**config.mk**
```make
export PLATFORM = sky130hd
export DESIGN_NAME = pipe_scheduler
export DESIGN_NICKNAME = d
export VERILOG_FILES = /design/src/rtl/pipe_pkg.sv /design/src/rtl/pipe_scheduler_lfsr16.sv /design/src/rtl/pipe_scheduler.sv
export SDC_FILE = /design/constraint.sdc
export NUM_CORES = 1
export LEC_CHECK = 0
export BUFFER_PORTS_ARGS = -buffer_cell sky130_fd_sc_hd__buf_4
export CAP_MARGIN = 20
export CORE_AREA = 4 4 173 175
export DETAILED_ROUTE_END_ITERATION = 10
export DIE_AREA = 0 0 177 179
export SYNTH_ARGS = -nofsm -noshare
export SYNTH_HDL_FRONTEND = slang
export SYNTH_SLANG_ARGS = --single-unit
```
**constraint.sdc**
```tcl
create_clock -name Clk -period 5.5 [get_ports Clk]
set_input_delay 1.1 -clock Clk [delete_from_list [all_inputs] [get_ports Clk]]
set_output_delay 1.1 -clock Clk [all_outputs]
set_load 0.02 [all_outputs]
```
**src/rtl/pipe_pkg.sv**
```systemverilog
// Shared constants, types and helpers for the pipe scheduler slice.
// Imported by the LFSR and by the top-level game-flow controller.
package pipe_pkg;

  localparam int          NUM_PIPES  = 4;
  localparam logic [12:0] INIT_X     = 13'd640;
  localparam logic [12:0] HALF_WIDTH = 13'd24;
  localparam logic [12:0] GAP_HALF   = 13'd50;
  localparam logic [12:0] GAP_BASE   = 13'd112;
  localparam logic [12:0] INIT_GAP   = 13'd240;
  localparam logic [15:0] LFSR_SEED  = 16'hACE1;

  typedef enum logic [1:0] {
    IDLE = 2'd0,
    RUN  = 2'd1,
    DEAD = 2'd2
  } state_t;

  typedef logic [NUM_PIPES-1:0][12:0] pipeVec_t;

  // Starting X positions: pipes lined up off the right edge, SPACING apart.
  function automatic pipeVec_t initPipes(input int spacing);
    pipeVec_t r;
    for (int i = 0; i < NUM_PIPES; i++) begin
      r[i] = INIT_X + 13'(i * spacing);
    end
    return r;
  endfunction

  // Two-digit BCD increment that saturates at 99.
  function automatic logic [7:0] bcdInc(input logic [7:0] s);
    if (s == 8'h99) return s;
    if (s[3:0] == 4'd9) return {s[7:4] + 4'd1, 4'd0};
    return {s[7:4], s[3:0] + 4'd1};
  endfunction

endpackage

```
**src/rtl/pipe_scheduler_lfsr16.sv**
```systemverilog
// 16-bit Fibonacci LFSR (taps 15,13,12,10) free-running every clock.
// Supplies pseudo-random gap locations for respawned pipes.
module lfsr16
  import pipe_pkg::*;
(
  input  logic        Clk,
  input  logic        Reset_n,
  output logic [15:0] q
);

  // NOTE: reset is synchronous, so it lives inside the clocked block and is
  // only seen on a rising Clk edge; sequential state always uses <=.
  always_ff @(posedge Clk) begin
    if (!Reset_n) q <= LFSR_SEED;
    else          q <= {q[14:0], q[15] ^ q[13] ^ q[12] ^ q[10]};
  end

endmodule

```
**src/rtl/pipe_scheduler.sv**
```systemverilog
// Game-flow controller: IDLE/RUN/DEAD state, pipe scrolling and respawn,
// bird-pass detection and a saturating two-digit BCD score.
module pipe_scheduler
  import pipe_pkg::*;
#(
  parameter int SPEED   = 2,
  parameter int SPACING = 200
) (
  input  logic                          Clk,
  input  logic                          Reset_n,
  input  logic                          frame_clk,
  input  logic                          start,
  input  logic                          hit,
  input  logic [9:0]                    BirdX,
  output logic [NUM_PIPES-1:0][12:0]    pipeX,
  output logic [NUM_PIPES-1:0][12:0]    pipeWidth,
  output logic [NUM_PIPES-1:0][12:0]    pipeGapSize,
  output logic [NUM_PIPES-1:0][12:0]    pipeGapLocation,
  output logic [7:0]                    score,
  output logic                          running
);

  localparam logic [12:0] SPEED13       = 13'(SPEED);
  localparam logic [12:0] RESPAWN_LIMIT = HALF_WIDTH + SPEED13;
  localparam logic [12:0] WRAP_STEP     = 13'(NUM_PIPES * SPACING - SPEED);
  localparam pipeVec_t    INIT_PIPES    = initPipes(SPACING);

  state_t                 state;
  logic                   fQ, sQ;
  logic                   tick, startEv;
  logic [15:0]            lfsr;
  logic [12:0]            birdX13;
  pipeVec_t               nextX, nextGap;
  logic [NUM_PIPES-1:0]   respawn, passed;
  logic                   anyPass;
  logic                   unusedLfsrBits;

  lfsr16 u_lfsr (
    .Clk     (Clk),
    .Reset_n (Reset_n),
    .q       (lfsr)
  );

  assign tick           = frame_clk & ~fQ;
  assign startEv        = start & ~sQ;
  assign birdX13        = {3'd0, BirdX};
  assign unusedLfsrBits = ^lfsr[15:8];

  // The respawn guard keeps the subtraction from ever wrapping below zero.
  for (genvar i = 0; i < NUM_PIPES; i++) begin : g_pipe
    assign respawn[i] = pipeX[i] < RESPAWN_LIMIT;
    assign nextX[i]   = respawn[i] ? pipeX[i] + WRAP_STEP : pipeX[i] - SPEED13;
    assign nextGap[i] = respawn[i] ? GAP_BASE + {5'd0, lfsr[7:0]} : pipeGapLocation[i];
    assign passed[i]  = !respawn[i]
                        && (pipeX[i] + HALF_WIDTH >= birdX13)
                        && (nextX[i] + HALF_WIDTH < birdX13);
  end

  assign anyPass     = |passed;
  assign pipeWidth   = {NUM_PIPES{HALF_WIDTH}};
  assign pipeGapSize = {NUM_PIPES{GAP_HALF}};
  assign running     = (state == RUN);

  always_ff @(posedge Clk) begin
    // Edge detectors keep sampling through reset, so a level held across
    // reset release does not masquerade as a fresh event.
    fQ <= frame_clk;
    sQ <= start;
    if (!Reset_n) begin
      state           <= IDLE;
      pipeX           <= INIT_PIPES;
      pipeGapLocation <= {NUM_PIPES{INIT_GAP}};
      score           <= 8'h00;
    end else begin
      case (state)
        IDLE: if (startEv) state <= RUN;
        RUN: begin
          if (hit) begin
            state <= DEAD;
          end else if (tick) begin
            pipeX           <= nextX;
            pipeGapLocation <= nextGap;
            if (anyPass) score <= bcdInc(score);
          end
        end
        DEAD: begin
          if (startEv) begin
            state           <= RUN;
            pipeX           <= INIT_PIPES;
            pipeGapLocation <= {NUM_PIPES{INIT_GAP}};
            score           <= 8'h00;
          end
        end
        default: state <= IDLE;
      endcase
    end
  end

endmodule

```
==> flow_summary_export.csv <==
group,metric,value,unit
sta,setup_viol,0,
logic_synthesis,ys_seq_area_share,22.7,%
cts,cts_tree,"yes",
power,p_per_area,170,nW/µm²
worst_setup_path,critPathKind,"reg2reg",
hold_path,hold_class,"reg2reg",
cts,clk_pin_slew_worst_paths,0.09,ns
die,die_y,179,µm
worst_setup_path,ff2ff_setup_slack,0.42,ns
power,combPwrFrac,16.4,%
global_routing,grt_antenna_before_repair,0,
final_layout,final_area,11100,µm²
hold_path,min_from,"u_lfsr.q[14]",
global_routing,grtUsageTotal,16.7,%
sta,clock_skew,0.0154,ns
sta,whs,0.420,ns
run_status,status,"finished clean",
power,p_seq_share,44.4,%
sta,slew_viol_final,0,
logic_synthesis,synth_ff_type,"dfxtp_1",
die,initial_core_util,34.6,%
logic_synthesis,netlist_area,9860,µm²
die,io_pins,232,
logic_synthesis,synth_area_leaders,"dfxtp_1 (23%), ha_1 (15%), buf_4 (9.4%), nand2_1 (3.9%), xnor2_1 (3.8%)",
global_routing,grt_max_degree,62,
logic_synthesis,synth_top_area_cell,"dfxtp_1",
logic_synthesis,synth_edf_count,0,
route,wl,27.1,mm
logic_synthesis,ys_ff_latch,112,
cts,clock_tree.root_cell,"clkbuf_16",
sta,hold_viol,0,
place,dp_hpwl,20.2,mm
worst_setup_path,r2r-start,"pipeX[20]",
sta,tightest_slew,0.908,ns
final_layout,drive_gt1_share,13.8,%
run,max_cap_viol_count,0,
cts,cts_buffers,9,
sta,max_freq,0.197,GHz
power,power.internal,1.31,mW
die,fp.dieArea,31700,µm²
route,drt_iter0_drc,597,
logic_synthesis,avgSynthCellArea,8.08,µm²
final_layout,insertedDiodeCount,0,
final_layout,stdcell_count,1713,
final_layout,finalNetCount,1456,
worst_setup_path,rr_endpoint,"score[7]",
logic_synthesis,async_flop_share,0,%
place,globalplace.congestion,0.867,
place,postPlaceCellArea,10700,µm²
final_layout,area_growth,12.6,%
route,drc,0,
global_routing,grt_pass1_wl,43.0,mm
worst_setup_path,slowest_stage,"or4_1",
global_routing,first_global_vias,8231,
die,num_rows,62,
logic_synthesis,synth_top_area_share,22.7,%
cts,clk_latency,0.37,ns
hold_path,worstHoldPathCells,1,
power,peakVddDrop,0.141,mV
worst_setup_path,cp.required,5.75,ns
logic_synthesis,yosys_warnings,0,
die,die_x,177,µm
route,vias,8670,
worst_setup_path,arrival,5.33,ns
die,coreArea,28500,µm²
global_routing,grt-ovfl-total,0,
route,ant_nets,0,
worst_setup_path,max_stage_delay,0.57,ns
worst_setup_path,path_cells,"or4_1, a2111oi_4, inv_1, ha_2, and3_1, o21ai_0, o211ai_1, nor2_1, xor2_1, ha_1, a21oi_1, o21ai_0, a211oi_1, o21ai_0, nor4_1, a32oi_1, nand4_1, nor2_1, o311ai_1, o211ai_1",
power,sw_frac_of_total,30.8,%
worst_setup_path,crit_fanout,7,
cts,clockBufferDepth,2,
sta,fin_crit_sh,92.4,%
logic_synthesis,ys_types,80,
power,cellLeakagePower,4.86,nW
worst_setup_path,cp-end-kind,"register",
cts,cts_num_sinks,112,
sta,period_minus_slack,5.08,ns
cts,cts_hold_buf,0,
worst_setup_path,start_kind,"register",
route,first_pass_iters,5,
worst_setup_path,worstRegToRegCells,20,
route,wl_per_cell,15.8,µm
route,drt-vias-per-instance,5.06,
power,p_total,1.89,mW
final_layout,final_util,39.0,%
worst_setup_path,cpMostUsedCell,"o21ai_0",
place,place_inst,1695,
power,power_switching,582,µW
sta,relSlewSlack,39.4,%
cts,htree_levels,3,
power,pwr-share-clk,39.2,%
logic_synthesis,netlist_instances,1220,
place,io_buffers,107,
hold_path,holdPathEnd,"u_lfsr.q[15]",
[synth_stat cells, types with 12 or more instances]
cell      count
buf_4       124
ha_1        117
dfxtp_1     112
nand2_1     102
inv_1        65
nor2_1       65
o21ai_0      58
and2_1       44
xnor2_1      43
a21oi_1      41
nor2b_1      40
clkbuf_1     37
nand3_1      26
nand2b_1     25
xor2_1       24
a22oi_1      21
o211ai_1     20
o22ai_1      20
nor3_1       19
and3_1       12
[registers in the layout, indices dropped and copies added, names as in the netlist]
signal           cells
pipeGapLocation     36
score                8
sQ                   1
fQ                   1
u_lfsr.q            16
state                2
pipeX               48
[through the flow]
step	TNS (ns)	setup slack, ns
final	0	0.418
after global routing	-0.00158	-0.00158
after CTS	0	0.253
after detailed placement	0	0.288
after global placement	0	0.295
after floorplan	0	0.554
[worst max path at each step]
stage / from / end / slack [ns]
after floorplan: pipeX[21] / score[3] / 0.55
after global placement: pipeX[28] / score[3] / 0.29
after detailed placement: pipeX[20] / score[3] / 0.29
after CTS: pipeX[20] / score[3] / 0.25
after global routing: pipeX[20] / score[7] / -0.002
final: pipeX[20] / score[7] / 0.42
[cells in the final DEF, fill, tap and decap left out, types with 21 or more instances in the layout]
| master | count |
|---|---|
| inv_1 | 65 |
| ha_1 | 116 |
| dfxtp_1 | 111 |
| a22oi_1 | 21 |
| o21ai_0 | 58 |
| and2_1 | 44 |
| xnor2_1 | 43 |
| buf_4 | 138 |
| conb_1 | 124 |
| a21oi_1 | 41 |
| nor2b_1 | 40 |
| xor2_1 | 24 |
| nor2_1 | 63 |
| nand2b_1 | 25 |
| nand3_1 | 26 |
| nand2_1 | 102 |
[power by group through the flow]
stage                     clock network, mW  registers [mW]  logic [mW]
after floorplan                           0           0.863       0.294
after global placement                    0           0.857       0.303
after detailed placement                  0           0.857       0.307
after CTS                             0.763           0.839       0.309
after global routing                  0.800           0.841       0.348
final                                 0.740           0.838       0.310
[worst max-delay path, delay by kind of cell (launching register included)]
family | cells | cell delay [ns]
flops | 1 | 0.39
buf+inv | 1 | 0.15
simple gates | 6 | 1.55
fa+ha+maj | 2 | 0.74
xor+xnor | 1 | 0.16
compound gates | 10 | 2.00
[logic make-up after synthesis]
kind of cell,Yosys count,synth area share (%)
flip-flops,112,22.7
adder cells (fa/ha/maj),117,14.8
AND/OR/NAND/NOR,404,22.2
AO/OA/AOI/OAI,275,19.3
buffers and inverters,232,13.7
multiplexers,10,1.04
XOR/XNOR,68,6.11
other,2,0.0761
[timing repair]
item / CTS / global route
endpoints found under the setup margin: 0 / 8
setup buffers: 0 / 2
resized for setup: 0 / 7
[area by class of cell]
class,count,area [µm²]
clock buffers,10,239
inverters,65,244
well taps,384,480
repair buffers,138,1040
multi-input cells,998,6760
clock inverters,6,98.8
flip-flops and latches,112,2240
fillers,2955,17400
[metal layers]
metal  up-vias  GRT usage, %  wire length (µm)
met3        26          5.36              2280
li1       4298             -                 -
met1      4086          21.3             12000
met4         0          3.42               293
met2       260          27.9             12600
met5         -             0                 0
(Power assumes the default switching activity.)
